$ cat src/rtl/conv_acc_quant_pkg.sv
// Shared constants and helpers for the convolution accumulate/requantise path.
// Holds datapath widths, the window-controller state encoding and the
// window-length clamp used when a new window starts.
package conv_acc_quant_pkg;

  localparam int PROD_W  = 32;  // unsigned product from the 16x16 multiplier
  localparam int BIAS_W  = 32;  // two's complement bias
  localparam int OUT_W   = 16;  // unsigned output pixel
  localparam int MAX_LEN = 256; // largest window in products
  localparam int LEN_W   = 9;   // holds 0..MAX_LEN
  localparam int ACC_W   = 42;  // PROD_W + clog2(MAX_LEN) + 2 guard/sign bits
  localparam int SHIFT_W = 5;   // requantisation right-shift amount

  typedef enum logic [1:0] {
    IDLE = 2'd0,
    ACC  = 2'd1,
    FIN  = 2'd2,
    HOLD = 2'd3
  } state_e;

  // Effective window length: 0 behaves as a single product, anything above
  // MAX_LEN is limited to MAX_LEN.
  function automatic logic [LEN_W-1:0] clamp_len(input logic [LEN_W-1:0] len);
    if (len == '0) return LEN_W'(1);
    if (len > LEN_W'(MAX_LEN)) return LEN_W'(MAX_LEN);
    return len;
  endfunction

endpackage

$ cat src/rtl/conv_acc_quant_if.sv
// Stream bundle between the multiplier, conv_acc_quant and the feature-map
// writer.
//   cfg_len/cfg_shift/cfg_bias : per-window configuration (sampled on the
//                                first beat of a window)
//   in_data/in_valid/in_ready  : product stream into the block
//   out_data/out_sat/out_clip/out_valid/out_ready : pixel stream out
//   busy                       : window in progress or pixel pending
// slave  : the accumulate/requantise block
// master : its environment (product source and pixel sink)
interface conv_acc_quant_if;
  import conv_acc_quant_pkg::*;

  logic        [LEN_W-1:0]   cfg_len;
  logic        [SHIFT_W-1:0] cfg_shift;
  logic signed [BIAS_W-1:0]  cfg_bias;

  logic [PROD_W-1:0] in_data;
  logic              in_valid;
  logic              in_ready;

  logic [OUT_W-1:0]  out_data;
  logic              out_sat;
  logic              out_clip;
  logic              out_valid;
  logic              out_ready;

  logic              busy;

  modport slave (
    input  cfg_len, cfg_shift, cfg_bias,
    input  in_data, in_valid,
    output in_ready,
    output out_data, out_sat, out_clip, out_valid,
    input  out_ready,
    output busy
  );

  modport master (
    output cfg_len, cfg_shift, cfg_bias,
    output in_data, in_valid,
    input  in_ready,
    input  out_data, out_sat, out_clip, out_valid,
    output out_ready,
    input  busy
  );

endinterface

$ cat src/rtl/conv_acc_quant_requant.sv
// Combinational requantiser: ReLU, round-half-up arithmetic right shift and
// unsigned saturation to OUT_W bits. Shared with the depthwise path.
//   acc_i   : signed accumulator value
//   shift_i : right-shift amount
//   data_o  : quantised pixel
//   sat_o   : result exceeded the OUT_W range and was forced to all ones
//   clip_o  : accumulator was negative and ReLU forced zero
module conv_acc_quant_requant
  import conv_acc_quant_pkg::*;
(
  input  logic signed [ACC_W-1:0]   acc_i,
  input  logic        [SHIFT_W-1:0] shift_i,
  output logic        [OUT_W-1:0]   data_o,
  output logic                      sat_o,
  output logic                      clip_o
);

  // Only reached for non-negative values, so the operand is treated as
  // unsigned. The largest sum plus half an LSB still fits in ACC_W bits.
  function automatic logic [ACC_W-1:0] round_shift(input logic [ACC_W-1:0]   v,
                                                   input logic [SHIFT_W-1:0] sh);
    logic [ACC_W-1:0] half;
    half = (sh == '0) ? '0 : (ACC_W'(1) << (sh - SHIFT_W'(1)));
    return (v + half) >> sh;
  endfunction

  // Returns {sat, data}.
  function automatic logic [OUT_W:0] sat_u(input logic [ACC_W-1:0] r);
    if (|r[ACC_W-1:OUT_W]) return {1'b1, {OUT_W{1'b1}}};
    return {1'b0, r[OUT_W-1:0]};
  endfunction

  logic [ACC_W-1:0] rounded;

  always_comb begin
    rounded = '0;
    data_o  = '0;
    sat_o   = 1'b0;
    clip_o  = 1'b0;
    if (acc_i[ACC_W-1]) begin
      clip_o = 1'b1;
    end else begin
      rounded         = round_shift($unsigned(acc_i), shift_i);
      {sat_o, data_o} = sat_u(rounded);
    end
  end

endmodule

$ cat src/rtl/conv_acc_quant.sv
// Accumulates one convolution window of unsigned products on top of a signed
// bias, then requantises the sum into one unsigned pixel held in a registered
// output slot until the writer takes it.
//   ap_clk   : clock, rising edge
//   ap_rst_n : asynchronous active-low reset
//   s        : stream bundle (configuration, product input, pixel output, busy)
module conv_acc_quant
  import conv_acc_quant_pkg::*;
(
  input  logic              ap_clk,
  input  logic              ap_rst_n,
  conv_acc_quant_if.slave   s
);

  state_e                    state_q, state_d;
  logic signed [ACC_W-1:0]   acc_q, acc_d;
  logic        [LEN_W-1:0]   count_q, count_d;
  logic        [LEN_W-1:0]   len_q, len_d;
  logic        [SHIFT_W-1:0] shift_q, shift_d;
  logic        [OUT_W-1:0]   out_data_q, out_data_d;
  logic                      out_sat_q, out_sat_d;
  logic                      out_clip_q, out_clip_d;
  logic                      out_valid_q, out_valid_d;
  // Set one clock after reset release so in_ready rises synchronously.
  logic                      run_q, run_d;

  logic                      in_ready;
  logic                      accept;
  logic                      start;
  logic        [LEN_W-1:0]   new_len;
  logic signed [ACC_W-1:0]   prod_ext;
  logic signed [ACC_W-1:0]   bias_ext;
  logic        [OUT_W-1:0]   rq_data;
  logic                      rq_sat;
  logic                      rq_clip;

  conv_acc_quant_requant u_requant (
    .acc_i   (acc_q),
    .shift_i (shift_q),
    .data_o  (rq_data),
    .sat_o   (rq_sat),
    .clip_o  (rq_clip)
  );

  // In HOLD a new window may only start while the pending pixel leaves.
  assign in_ready = run_q &&
                    ((state_q == IDLE) || (state_q == ACC) ||
                     ((state_q == HOLD) && s.out_ready));
  assign accept   = s.in_valid && in_ready;
  assign start    = accept && ((state_q == IDLE) || (state_q == HOLD));
  assign new_len  = clamp_len(s.cfg_len);
  assign prod_ext = signed'({{(ACC_W-PROD_W){1'b0}}, s.in_data});
  assign bias_ext = signed'({{(ACC_W-BIAS_W){s.cfg_bias[BIAS_W-1]}}, s.cfg_bias});

  always_comb begin
    state_d     = state_q;
    acc_d       = acc_q;
    count_d     = count_q;
    len_d       = len_q;
    shift_d     = shift_q;
    out_data_d  = out_data_q;
    out_sat_d   = out_sat_q;
    out_clip_d  = out_clip_q;
    out_valid_d = out_valid_q;
    run_d       = 1'b1;

    case (state_q)
      IDLE: ;
      ACC: begin
        if (accept) begin
          acc_d   = acc_q + prod_ext;
          count_d = count_q + LEN_W'(1);
          if ((count_q + LEN_W'(1)) == len_q) state_d = FIN;
        end
      end
      FIN: begin
        out_data_d  = rq_data;
        out_sat_d   = rq_sat;
        out_clip_d  = rq_clip;
        out_valid_d = 1'b1;
        state_d     = HOLD;
      end
      HOLD: begin
        if (s.out_ready) begin
          out_valid_d = 1'b0;
          state_d     = IDLE;
        end
      end
      default: state_d = IDLE;
    endcase

    // First beat of a window, from IDLE or overlapping the HOLD hand-off.
    if (start) begin
      len_d   = new_len;
      shift_d = s.cfg_shift;
      acc_d   = bias_ext + prod_ext;
      count_d = LEN_W'(1);
      state_d = (new_len == LEN_W'(1)) ? FIN : ACC;
    end
  end

  always_ff @(posedge ap_clk or negedge ap_rst_n) begin
    if (!ap_rst_n) begin
      state_q     <= IDLE;
      acc_q       <= '0;
      count_q     <= '0;
      len_q       <= LEN_W'(1);
      shift_q     <= '0;
      out_data_q  <= '0;
      out_sat_q   <= 1'b0;
      out_clip_q  <= 1'b0;
      out_valid_q <= 1'b0;
      run_q       <= 1'b0;
    end else begin
      state_q     <= state_d;
      acc_q       <= acc_d;
      count_q     <= count_d;
      len_q       <= len_d;
      shift_q     <= shift_d;
      out_data_q  <= out_data_d;
      out_sat_q   <= out_sat_d;
      out_clip_q  <= out_clip_d;
      out_valid_q <= out_valid_d;
      run_q       <= run_d;
    end
  end

  assign s.in_ready  = in_ready;
  assign s.out_data  = out_data_q;
  assign s.out_sat   = out_sat_q;
  assign s.out_clip  = out_clip_q;
  assign s.out_valid = out_valid_q;
  assign s.busy      = (state_q != IDLE);

endmodule

$ cat src/flat_wrapper.sv
// flat-port wrapper written by rule: the top's interface ports become plain ports
module conv_acc_quant_flat import conv_acc_quant_pkg::*;
  (ap_clk, ap_rst_n, s_cfg_len, s_cfg_shift, s_cfg_bias, s_in_data, s_in_valid, s_in_ready, s_out_data, s_out_sat, s_out_clip, s_out_valid, s_out_ready, s_busy);
  conv_acc_quant_if s_i ();
  input  logic ap_clk;
  input  logic ap_rst_n;
  input wire logic [$bits(s_i.cfg_len)-1:0] s_cfg_len;
  input wire logic [$bits(s_i.cfg_shift)-1:0] s_cfg_shift;
  input wire logic [$bits(s_i.cfg_bias)-1:0] s_cfg_bias;
  input wire logic [$bits(s_i.in_data)-1:0] s_in_data;
  input wire logic [$bits(s_i.in_valid)-1:0] s_in_valid;
  output wire logic [$bits(s_i.in_ready)-1:0] s_in_ready;
  output wire logic [$bits(s_i.out_data)-1:0] s_out_data;
  output wire logic [$bits(s_i.out_sat)-1:0] s_out_sat;
  output wire logic [$bits(s_i.out_clip)-1:0] s_out_clip;
  output wire logic [$bits(s_i.out_valid)-1:0] s_out_valid;
  input wire logic [$bits(s_i.out_ready)-1:0] s_out_ready;
  output wire logic [$bits(s_i.busy)-1:0] s_busy;
  assign s_i.cfg_len = s_cfg_len;
  assign s_i.cfg_shift = s_cfg_shift;
  assign s_i.cfg_bias = s_cfg_bias;
  assign s_i.in_data = s_in_data;
  assign s_i.in_valid = s_in_valid;
  assign s_in_ready = s_i.in_ready;
  assign s_out_data = s_i.out_data;
  assign s_out_sat = s_i.out_sat;
  assign s_out_clip = s_i.out_clip;
  assign s_out_valid = s_i.out_valid;
  assign s_i.out_ready = s_out_ready;
  assign s_busy = s_i.busy;
  conv_acc_quant u_core (.ap_clk(ap_clk), .ap_rst_n(ap_rst_n), .s(s_i));
endmodule
$ cat config.mk
export PLATFORM = sky130hd
export DESIGN_NAME = conv_acc_quant_flat
export DESIGN_NICKNAME = d
export VERILOG_FILES = /design/src/rtl/conv_acc_quant_pkg.sv /design/src/rtl/conv_acc_quant_if.sv /design/src/rtl/conv_acc_quant_requant.sv /design/src/rtl/conv_acc_quant.sv /design/src/flat_wrapper.sv
export SDC_FILE = /design/constraint.sdc
export NUM_CORES = 1
export LEC_CHECK = 0
export BUFFER_PORTS_ARGS = -buffer_cell sky130_fd_sc_hd__buf_2
export CAP_MARGIN = 20
export CORE_ASPECT_RATIO = 2
export CORE_MARGIN = 10
export CORE_UTILIZATION = 45
export DETAILED_ROUTE_END_ITERATION = 6
export PLACE_DENSITY_LB_ADDON = 0.3
export SYNTH_ARGS = -nofsm -noshare
export SYNTH_HDL_FRONTEND = slang
export SYNTH_SLANG_ARGS = --single-unit
$ cat constraint.sdc
create_clock -name ap_clk -period 14.2 [get_ports ap_clk]
set_input_delay 0 -clock ap_clk [delete_from_list [all_inputs] [get_ports ap_clk]]
set_output_delay 0 -clock ap_clk [all_outputs]
set_load 0.005 [all_outputs]
### After elaboration in Yosys (flattened, before gate mapping)

Index checks and enable logic that the tools add are counted.

* bits in registers: 87
* input bits: 82
* output and inout bits: 21
* logic and storage cells: 75

* $add $sub $neg: 5
* $lt $le $gt $ge: 1
* eq/ne operators: 9
* shift operators: 2
* multiplexer cells: 29
* reduce and logical (&&, ||, !) cells: 19

Operator list (number)
* 42-bit 2-to-1 mux: 4
* 9-bit 2-to-1 mux: 7
* 42-bit by 33-bit adder with 42-bit output: 1
* 42-bit adder: 1
* 1-bit by 5-bit left shift with 42-bit output (first input constant): 1
* 42-bit by 5-bit >> shifter with 42-bit output: 1
* 32-bit by 33-bit adder with 34-bit output: 1
* 17-bit 2-to-1 mux: 2
* 26-bit OR reduction: 1
* 16-bit 2-to-1 mux: 1
* 2-bit 2-to-1 mux: 5
* 9-bit by 1-bit adder with 9-bit output (second input constant): 1
* 9-bit by 1-bit equality test with 1-bit output (second input constant): 1
* 9-bit equality test: 1
* 9-bit > comparator (second input constant): 1
* 9-bit zero test: 1
* 1-bit 2-to-1 mux: 8
* 2-bit nonzero test: 4
* 3-bit by 2-bit inequality test with 1-bit output (second input constant): 2
* 2-bit case mux with 3 select lines: 1
* 5-bit zero test: 1
* 5-bit by 1-bit subtractor with 5-bit output (second input constant): 1
* 2-bit equality test (second input constant): 2
* 1-bit logical AND: 4
* 9 further kinds: 12

### Logic depth before layout (Yosys ltp)

Gate-level depths: netlist (run 1).

* depth in word-level cells: 10
* mapped depth: 23
* mapped depth without buffers: 18

### Modules after synthesis

From an unflattened synthesis (run 1), not the netlist that was laid out.

* cell total of the unflattened synthesis: 1809
* area total of the unflattened synthesis: 13421.6 sq um

By module, submodules not included
* conv_acc_quant: instances 1, cells an instance 935, area each 7646.1 sq um, seq. area each 2178.3 sq um
* conv_acc_quant_requant: instances 1, cells an instance 874, area each 5775.5 sq um, seq. area each 0.0 sq um

### Worst setup path before layout (run 1)

OpenSTA, ideal clock, no wires.

* path type: register to register
* start: register u_core.shift_q[2]
* end: register u_core.out_data_q[10], in the netlist u_core.s.out_data[10]
* setup time: 0.139 ns
* data arrival time: 5.029 ns
* required time: 14.061 ns
* setup slack: 9.032 ns
* stages on the path, launching flop included: 23
* buffers on the path: 4
* clock period less this slack: 5.168 ns
* path through: dfrtp_1 inv_1 clkbuf_1 buf_1 nor2_1 nand2_1 nor2_1 ha_1 clkbuf_1 nand2_1 or4_4 and3_1 a21boi_0 a21boi_1 xnor2_1 mux4_2 mux2i_1 nand3_1 o32ai_1 a41oi_1 nor4_4 buf_6 o2111ai_1

* cells in the longest elaborated chain, start to end: 10
* elaborated cells on any way between the ends: 11
* classes of those cells: 2 x add/sub; 2 x shift; 5 x mux; 2 x reduce/logical

Ends and longest elaborated chain
* from (decl): line conv_acc_quant.sv:19 `logic [SHIFT_W-1:0] shift_q, shift_d;`
* from (signal assigned): line conv_acc_quant.sv:119 `shift_q <= shift_d;`
* 5-bit by 1-bit subtractor with 5-bit output: line conv_acc_quant_requant.sv:23 `half = (sh == '0) ? '0 : (ACC_W'(1) << (sh - SHIFT_W'(1)));`
* 1-bit by 5-bit left shift with 42-bit output: line conv_acc_quant_requant.sv:23
* 42-bit 2-to-1 mux: line conv_acc_quant_requant.sv:23
* 42-bit adder: line conv_acc_quant_requant.sv:24 `return (v + half) >> sh;`
* 42-bit by 5-bit >> shifter with 42-bit output (*): line conv_acc_quant_requant.sv:24
* 26-bit OR reduction: line conv_acc_quant_requant.sv:29 `if (|r[ACC_W-1:OUT_W]) return {1'b1, {OUT_W{1'b1}}};`
* 1-bit 2-to-1 mux: line conv_acc_quant_requant.sv:29
* 1-bit 2-to-1 mux: line conv_acc_quant_requant.sv:40 `if (acc_i[ACC_W-1]) begin`
* 17-bit 2-to-1 mux (*): line conv_acc_quant_requant.sv:30 `return {1'b0, r[OUT_W-1:0]};`
* 16-bit 2-to-1 mux (*): line conv_acc_quant_requant.sv:40
* to (signal assigned): line conv_acc_quant.sv:120 `out_data_q <= out_data_d;`
* to (decl): line conv_acc_quant.sv:20 `logic [OUT_W-1:0] out_data_q, out_data_d;`

Mark *: on every way between the ends. The rest lies on a longest branch, timed or not. The select of a mux whose other input is x is not followed.
A chain may end at the register's enable or synchronous reset.

### Final worst setup path (run 1)

* start: register u_core.shift_q[0]
* end: register u_core.out_data_q[1], in the netlist u_core.s.out_data[1]

The elaborated chain is that of the path after synthesis.

==> impl_summary.log, run 1 <==
INFO  metric synthesis.instances = 1734
INFO  metric avgViaCountPerCell = 6.503
INFO  metric finalMaxSlewViolations = 0
INFO  metric finish.cell_count_without_fillers = 2147
INFO  metric cpPeakStageDelay = 0.67 ns
INFO  metric postRouteWirelength = 48460 µm
INFO  metric worst_vdd_rail_ir_drop = 0.1170 mV
INFO  metric tritoncts_clock_tree = done
INFO  metric cts-root-buf = sky130_fd_sc_hd__clkbuf_16
INFO  metric numPortBuffers = 102
INFO  metric num_rows = 87
INFO  metric post_cts_buffers = 0
INFO  metric avgSynthCellArea = 7.418 µm²
INFO  metric holdCritPathClass = primary input to register
INFO  metric net-switching-power = 0.001831 W
INFO  metric globalRoute.totalOverflow = 0
INFO  metric design.core.area = 28190 µm²
INFO  metric design.portCount = 103
INFO  metric timing.max_slew.rel_slack = 0.3558
INFO  metric async_reset_ff_frac = 1.000
INFO  metric number_of_placed_instances_taps_included = 2115
INFO  metric wire_per_inst = 22.57 µm
INFO  metric grt_busiest_layer = met2
INFO  metric critPathLaunchType = register
INFO  metric dieHeight = 259.1 µm
INFO  metric yosysTopAreaCellShare = 0.1673
INFO  metric grt_antenna_before_repair = 0
INFO  metric ys.flop_type = sky130_fd_sc_hd__dfrtp_1
INFO  metric max_clock_freq = 136.8 MHz
INFO  metric fillCellCount = 2892
INFO  metric number_of_enable_flip_flop_cells_after_synthesis = 0
INFO  metric finalCriticalPeriod = 7.313 ns
INFO  metric leakage = 6.124 nW
INFO  metric timing.setup.critical_path_class = register to register
INFO  metric cts_htree_levels = 3
INFO  metric worstMarginPinSlew = 0.9628 ns
INFO  metric design.final.nets = 1974
INFO  metric cts.clk_slew.worst_paths = 0.07 ns
INFO  metric drt-initial-drc-count = 1151
INFO  metric required = 14.39 ns
INFO  metric timing.critical_path.cells = buf_4 > clkinv_1 > buf_4 > nand2_1 > nor3_1 > ha_1 > nand3_1 > nor4_1 > o21ai_1 > a21boi_1 > o31ai_4 > mux2_2 > a31oi_1 > a221oi_1 > o221ai_1 > a211o_1 > o31a_1 > nor4_4 > o221ai_1
INFO  metric synth.net_count = 1922
INFO  metric groute.layer.met1.usage = 0.2544
INFO  metric first_global_vias = 14060
INFO  metric worst-endpoint-arrival = 7.51 ns
INFO  metric setup_total_negative_slack = 0 ns
INFO  metric power.share.clock = 0.075
INFO  metric clock_sinks = 87
INFO  metric insertedDiodeCount = 0
INFO  metric r2r_slack = 6.89 ns
INFO  metric dr_total_vias = 13960
INFO  metric power.switching_fraction = 0.5704
INFO  metric timing.final.crit_share = 0.5150
INFO  metric power.total = 0.003210 W
INFO  metric postLayoutCoreUtil = 0.4964
INFO  metric synth_top_cell_by_area = sky130_fd_sc_hd__dfrtp_1
INFO  metric worstPathMaxFanout = 52
INFO  metric ys_seq_area_frac = 0.1693
INFO  metric m2_gr_usage = 0.4816
INFO  metric grt_max_degree = 59
INFO  metric start_util = 0.4563
INFO  metric cts_resized = 0
INFO  metric clock-skew-final = 0.02294 ns
INFO  metric flow.area_growth_from_synthesis = 8.793%
INFO  metric postSynthRegisterBits = 87
INFO  metric cap_violations = 0
INFO  metric drcViolationCount = 0
INFO  metric floorplan.die.width = 139.6 µm
INFO  metric grt_pass1_wl = 75910 µm
INFO  metric critical_path.slowest_cell = sky130_fd_sc_hd__nor4_4
INFO  metric grt_util_all_layers = 0.2570
INFO  metric grt_setup_unrepaired = false
INFO  metric total_power_per_unit_cell_area = 229.4 nW/µm²
INFO  metric clock_tree.buffer_depth = 2
INFO  metric p_int = 0.001379 W
INFO  metric post-dp-hpwl = 38460 µm
INFO  metric floorplan.die_area = 36160 µm²
INFO  metric final_layout_size_suffix_gt1_frac = 0.1139
INFO  metric cts_hold_buffers = 16
INFO  metric power_frac_comb = 0.777
INFO  metric netlist_area_before_placement = 12860 µm²
INFO  metric setup_viol = 0
INFO  metric first_pass_iters = 7
INFO  metric end_kind = register
INFO  metric finalHoldViolCount = 0
INFO  metric status = complete, no violations
INFO  metric power.sequential.fraction = 0.149
INFO  metric final_antenna_net_count = 0
INFO  metric routabilityCongestion = 0.9769
INFO  metric ys_top_cells_by_area = sky130_fd_sc_hd__dfrtp_1, sky130_fd_sc_hd__ha_1, sky130_fd_sc_hd__nand2_1, sky130_fd_sc_hd__a21oi_1, sky130_fd_sc_hd__o21ai_0
INFO  metric tritoncts.num_buffers = 9
INFO  metric worst_skew_pair.late_latency = 0.38 ns
INFO  metric post_synth_num_cell_types = 100
INFO  metric use_met3 = 0.03077
INFO  metric ys.warnings.count = 0
==> Yosys cell counts (10+ instances only) <==
library cell	number
sky130_fd_sc_hd__nand2_1	213
sky130_fd_sc_hd__o2111ai_1	10
sky130_fd_sc_hd__xor2_1	34
sky130_fd_sc_hd__o21ai_1	11
sky130_fd_sc_hd__buf_1	19
sky130_fd_sc_hd__mux4_2	10
sky130_fd_sc_hd__inv_1	47
sky130_fd_sc_hd__o31ai_1	10
sky130_fd_sc_hd__xnor2_1	63
sky130_fd_sc_hd__a21oi_1	129
sky130_fd_sc_hd__nand4_1	31
sky130_fd_sc_hd__clkbuf_1	52
sky130_fd_sc_hd__nor3_1	44
sky130_fd_sc_hd__a31oi_1	22
sky130_fd_sc_hd__a21o_1	52
sky130_fd_sc_hd__nand3b_1	11
sky130_fd_sc_hd__and2_1	11
sky130_fd_sc_hd__or3_1	18
sky130_fd_sc_hd__dfrtp_1	86
sky130_fd_sc_hd__o21ai_0	123
sky130_fd_sc_hd__o21bai_1	11
sky130_fd_sc_hd__mux2i_1	41
sky130_fd_sc_hd__nor4_1	23
sky130_fd_sc_hd__o21a_1	22
sky130_fd_sc_hd__nand3_1	52
sky130_fd_sc_hd__buf_2	19
sky130_fd_sc_hd__nor2b_1	13
sky130_fd_sc_hd__o211ai_1	24
sky130_fd_sc_hd__nand2b_1	20
sky130_fd_sc_hd__and3_1	23
sky130_fd_sc_hd__ha_1	103
sky130_fd_sc_hd__nor2_1	151
sky130_fd_sc_hd__a211oi_1	38
sky130_fd_sc_hd__o221ai_1	10
==> worst paths after layout <==
kind	startpoint	end	cells past startpoint
max in group asynchronous	ap_rst_n	u_core.count_q[6]	3
min reg2reg	u_core.len_q[4]	u_core.len_q[4]	2
min	s_in_data[0]	u_core.acc_q[0]	4
min in group asynchronous	ap_rst_n	u_core.acc_q[36]	2
max reg2reg	u_core.shift_q[0]	u_core.s.out_data[1]	19
max	u_core.shift_q[0]	u_core.s.out_data[1]	19
==> power by group through the flow <==
stage | Clock (W) | Combinational (W) | Sequential [W]
after floorplan | 0 | 0.00181 | 0.000430
after global placement | 0 | 0.00239 | 0.000478
after detailed placement | 0 | 0.00242 | 0.000480
after CTS | 0.000243 | 0.00244 | 0.000476
after global routing | 0.000254 | 0.00270 | 0.000494
final | 0.000240 | 0.00249 | 0.000477
==> flip-flops by register name (all words and copies together), names as in the netlist, 2 cells and up <==
name,flops
u_core.shift_q,5
u_core.s.out_data,16
u_core.acc_q,42
u_core.count_q,9
u_core.state_q,2
u_core.len_q,9
==> cells by family after synthesis <==
| family | share of synthesized area |
|---|---|
| buf+inv | 0.04698 |
| flops | 0.1693 |
| xor+xnor | 0.06731 |
| simple gates | 0.2393 |
| other cells | 0.0005838 |
| mux | 0.05554 |
| fa+ha+maj | 0.1049 |
| compound gates | 0.3161 |
==> metrics by stage <==
step | hold slack [ns] | setup WS, ns | area (µm²)
2_1_floorplan | -0.2956 | 9.032 | 12860
3_3_place_gp | -0.03657 | 7.131 | 13550
3_5_place_dp | -0.03003 | 7.049 | 13550
4_1_cts | 0.005728 | 7.007 | 13990
5_1_grt | 0.06113 | 6.479 | 13990
6_report | 0.004282 | 6.887 | 13990
==> worst max-delay path, delay by kind of cell, from the launching register on <==
kind            cells  cell delay [ns]
flops               1             0.36
fa+ha+maj           1             0.25
compound gates      9             2.79
simple gates        5             2.49
mux                 1             0.27
buf+inv             3             0.94
==> area by class of cell <==
type / count / area [µm²] / share of cell area
clock buffer: 10 / 229.0 / 0.01636
sequential: 87 / 2178 / 0.1557
tap: 356 / 445.4 / 0.03183
timing repair buffer: 136 / 808.3 / 0.05776
multi-input combinational: 1502 / 10090 / 0.7210
clock inverter: 6 / 53.80 / 0.003844
inverter: 50 / 190.2 / 0.01359
==> metal layers <==
| metal | vias up | wire [µm] |
|---|---|---|
| met5 | - | 0 |
| met4 | 0 | 3605 |
| met3 | 186 | 1903 |
| met2 | 485 | 25540 |
| met1 | 6646 | 17410 |
| li1 | 6646 | - |
==> layout by cell type (no fill, tap or decap), drive strengths merged, types with 12 or more instances in the layout <==
cell         count
nand2          213
nor2           152
a21oi          137
o21ai          135
buf            120
ha             103
dfrtp           86
xnor2           64
nand3           53
a21o            53
inv             51
nor3            44
mux2i           41
a211oi          39
xor2            34
nand4           31
o211ai          28
nor4            25
and3            23
a31oi           23
o21a            22
nand2b          20
or3             18
dlygate4sd3     16
nor2b           13
o31ai           13
o21bai          12
a2111oi         12
No activity file was read; power rests on OpenSTA's default activity.
==> inputs of run 2 (changes only) <==
- clock period: 14.2 -> 7.4 ns (I/O delays scaled with it)
==> impl_summary.log, run 2 (synthesized netlist as in run 1, its figures left out) <==
INFO  metric status = complete, no violations
INFO  metric cap_violations = 0
INFO  metric final_layout_size_suffix_gt1_frac = 0.1260
INFO  metric grt_pass1_wl = 77050 µm
INFO  metric setup_total_negative_slack = 0 ns
INFO  metric power.switching_fraction = 0.5612
INFO  metric grt_setup_unrepaired = false
INFO  metric design.portCount = 103
INFO  metric grt_antenna_before_repair = 1
INFO  metric setup_viol = 0
INFO  metric finalHoldViolCount = 0
INFO  metric first_pass_iters = 6
INFO  metric startpoint = u_core.shift_q[3]
INFO  metric grt_max_degree = 60
INFO  metric cts.clk_slew.worst_paths = 0.07 ns
INFO  metric fillCellCount = 2876
INFO  metric p_int = 0.002767 W
INFO  metric routabilityCongestion = 1.092
INFO  metric worst_skew_pair.late_latency = 0.38 ns
INFO  metric grt_util_all_layers = 0.2629
INFO  metric tritoncts_clock_tree = done
INFO  metric timing.max_slew.rel_slack = 0.3361
INFO  metric end_kind = register
INFO  metric timing.final.crit_share = 0.8681
INFO  metric dieHeight = 259.1 µm
INFO  metric worst_vdd_rail_ir_drop = 0.1938 mV
INFO  metric dr_total_vias = 13990
INFO  metric clock-skew-final = 0.02218 ns
INFO  metric cts-root-buf = sky130_fd_sc_hd__clkbuf_16
INFO  metric r2r.worst_path.cells = 19
INFO  metric crit-reg2reg-launch = u_core.shift_q[3]
INFO  metric net-switching-power = 0.003538 W
INFO  metric commonest_non_fill_non_tap_cell_in_the_layout = sky130_fd_sc_hd__nand2_1
INFO  metric final_antenna_net_count = 0
INFO  metric clock_sinks = 87
INFO  metric clock_tree.buffer_depth = 2
INFO  metric worst-endpoint-arrival = 6.65 ns
INFO  metric tritoncts.num_buffers = 9
INFO  metric postRouteWirelength = 49300 µm
INFO  metric drt-initial-drc-count = 1112
INFO  metric avgViaCountPerCell = 6.437
INFO  metric required = 7.63 ns
INFO  metric flow.area_growth_from_synthesis = 10.61%
INFO  metric crit_path_to = u_core.s.out_data[8]
INFO  metric drcViolationCount = 0
INFO  metric finalCriticalPeriod = 6.424 ns
INFO  metric r2r_slack = 0.98 ns
INFO  metric cts_htree_levels = 3
INFO  metric holdCritStartpoint = s_cfg_bias[1]
INFO  metric num_rows = 87
INFO  metric design.final.nets = 2000
INFO  metric largest_reg_flops = 42
INFO  metric fin_hold_ws = 0.06675 ns
INFO  metric critPathLaunchType = register
INFO  metric timing.rr.end = u_core.s.out_data[8]
INFO  metric postPlaceCellArea = 13730 µm²
INFO  metric commonest_non_fill_non_tap_cells_in_the_layout = sky130_fd_sc_hd__nand2_1, sky130_fd_sc_hd__nor2_1, sky130_fd_sc_hd__a21oi_1
INFO  metric regMostFlops = u_core.acc_q
INFO  metric total_power_per_unit_cell_area = 443.1 nW/µm²
INFO  metric cts_resized = 0
INFO  metric worstMarginPinSlew = 0.9922 ns
INFO  metric power.sequential.fraction = 0.155
INFO  metric max_clock_freq = 155.7 MHz
INFO  metric power_frac_comb = 0.765
INFO  metric worstPathMaxFanout = 30
INFO  metric timing.setup.critical_path_class = register to register
INFO  metric design.core.area = 28190 µm²
INFO  metric globalRoute.totalOverflow = 0
INFO  metric start_util = 0.4563
INFO  metric leakage = 6.261 nW
INFO  metric floorplan.die.width = 139.6 µm
INFO  metric finalMaxSlewViolations = 0
INFO  metric numPortBuffers = 102
INFO  metric first_global_vias = 14270
INFO  metric power.share.clock = 0.080
INFO  metric post-dp-hpwl = 39600 µm
INFO  metric postLayoutCoreUtil = 0.5047
INFO  metric holdCritPathClass = primary input to register
INFO  metric wire_per_inst = 22.68 µm
INFO  metric floorplan.die_area = 36160 µm²
INFO  metric post_cts_buffers = 0
INFO  metric post-route-cell-area = 14230 µm²
==> run 2: cell count changes in the layout (fill, tap and decap cells not counted), sizes merged <==
cell	before	now
buf	120	144
bufinv	0	1
clkinv	4	3
diode	0	1
dlygate4sd3	16	18
==> run 2: worst min path at each step <==
stage / slack, ns / endpoint / cells past startpoint
final: 0.07 / u_core.acc_q[1] / 4
after global routing: 0.08 / u_core.acc_q[1] / 4
after CTS: 0.06 / u_core.acc_q[1] / 4
after detailed placement: 0.002 / u_core.acc_q[40] / 1
after global placement: -0.006 / u_core.acc_q[40] / 1
after floorplan: -0.30 / u_core.acc_q[0] / 0
==> run 2: power by group through the flow <==
stage / combinational (W) / sequential (W) / clock [W]
final: 0.00482 / 0.000978 / 0.000504
after global placement: 0.00465 / 0.000975 / 0
after global routing: 0.00526 / 0.00101 / 0.000525
after CTS: 0.00474 / 0.000972 / 0.000514
after floorplan: 0.00348 / 0.000825 / 0
after detailed placement: 0.00469 / 0.000980 / 0
==> run 2: per-layer routing <==
| metal | track usage | vias up | share of wire |
|---|---|---|---|
| met5 | 0 | - | 0 |
| met4 | 0.2033 | 0 | 0.083 |
| li1 | - | 6661 | - |
| met1 | 0.2541 | 6630 | 0.36 |
| met3 | 0.03260 | 212 | 0.036 |
| met2 | 0.4914 | 491 | 0.52 |
==> run 2: through the flow <==
step	instances	power, W	setup slack (ns)
2_1_floorplan	1734	0.004306	2.232
3_3_place_gp	2139	0.005624	1.264
3_5_place_dp	2139	0.005675	1.191
4_1_cts	2173	0.006222	1.160
5_1_grt	2174	0.006793	0.6655
6_report	2174	0.006305	0.9757
==> run 2: repair_timing <==
item | CTS | global route
hold buffers | 18 | 0
endpoints found under the hold margin | 52 | 0
endpoints found under the setup margin | 0 | 0
==> run 2: final cells by class <==
class,count,area (µm²),share of cell area
antenna,1,2.502,0.0001759
timing repair buffer,162,1008,0.07088
sequential,87,2178,0.1531
inverter,50,190.2,0.01337
clock inverter,6,75.07,0.005276
multi-input combinational,1502,10090,0.7091
clock buffer,10,239.0,0.01680
tap,356,445.4,0.03131
==> run 2: critical path: stages (launching register included) <==
cell                       delay (ns)
sky130_fd_sc_hd__dfrtp_1         0.70
sky130_fd_sc_hd__nor2_1          0.69
sky130_fd_sc_hd__nand2_1         0.18
sky130_fd_sc_hd__nor2_1          0.18
sky130_fd_sc_hd__ha_1            0.25
sky130_fd_sc_hd__o21ai_1         0.13
sky130_fd_sc_hd__nor4_1          0.78
sky130_fd_sc_hd__o21ai_1         0.21
sky130_fd_sc_hd__a21boi_1        0.69
sky130_fd_sc_hd__o31ai_4         0.18
sky130_fd_sc_hd__mux2_2          0.27
sky130_fd_sc_hd__a31oi_1         0.08
sky130_fd_sc_hd__a221oi_1        0.32
sky130_fd_sc_hd__buf_4           0.20
sky130_fd_sc_hd__o221ai_1        0.14
sky130_fd_sc_hd__a211o_1         0.31
sky130_fd_sc_hd__o31a_1          0.32
sky130_fd_sc_hd__nor4_4          0.21
sky130_fd_sc_hd__buf_4           0.25
sky130_fd_sc_hd__o221ai_1        0.15
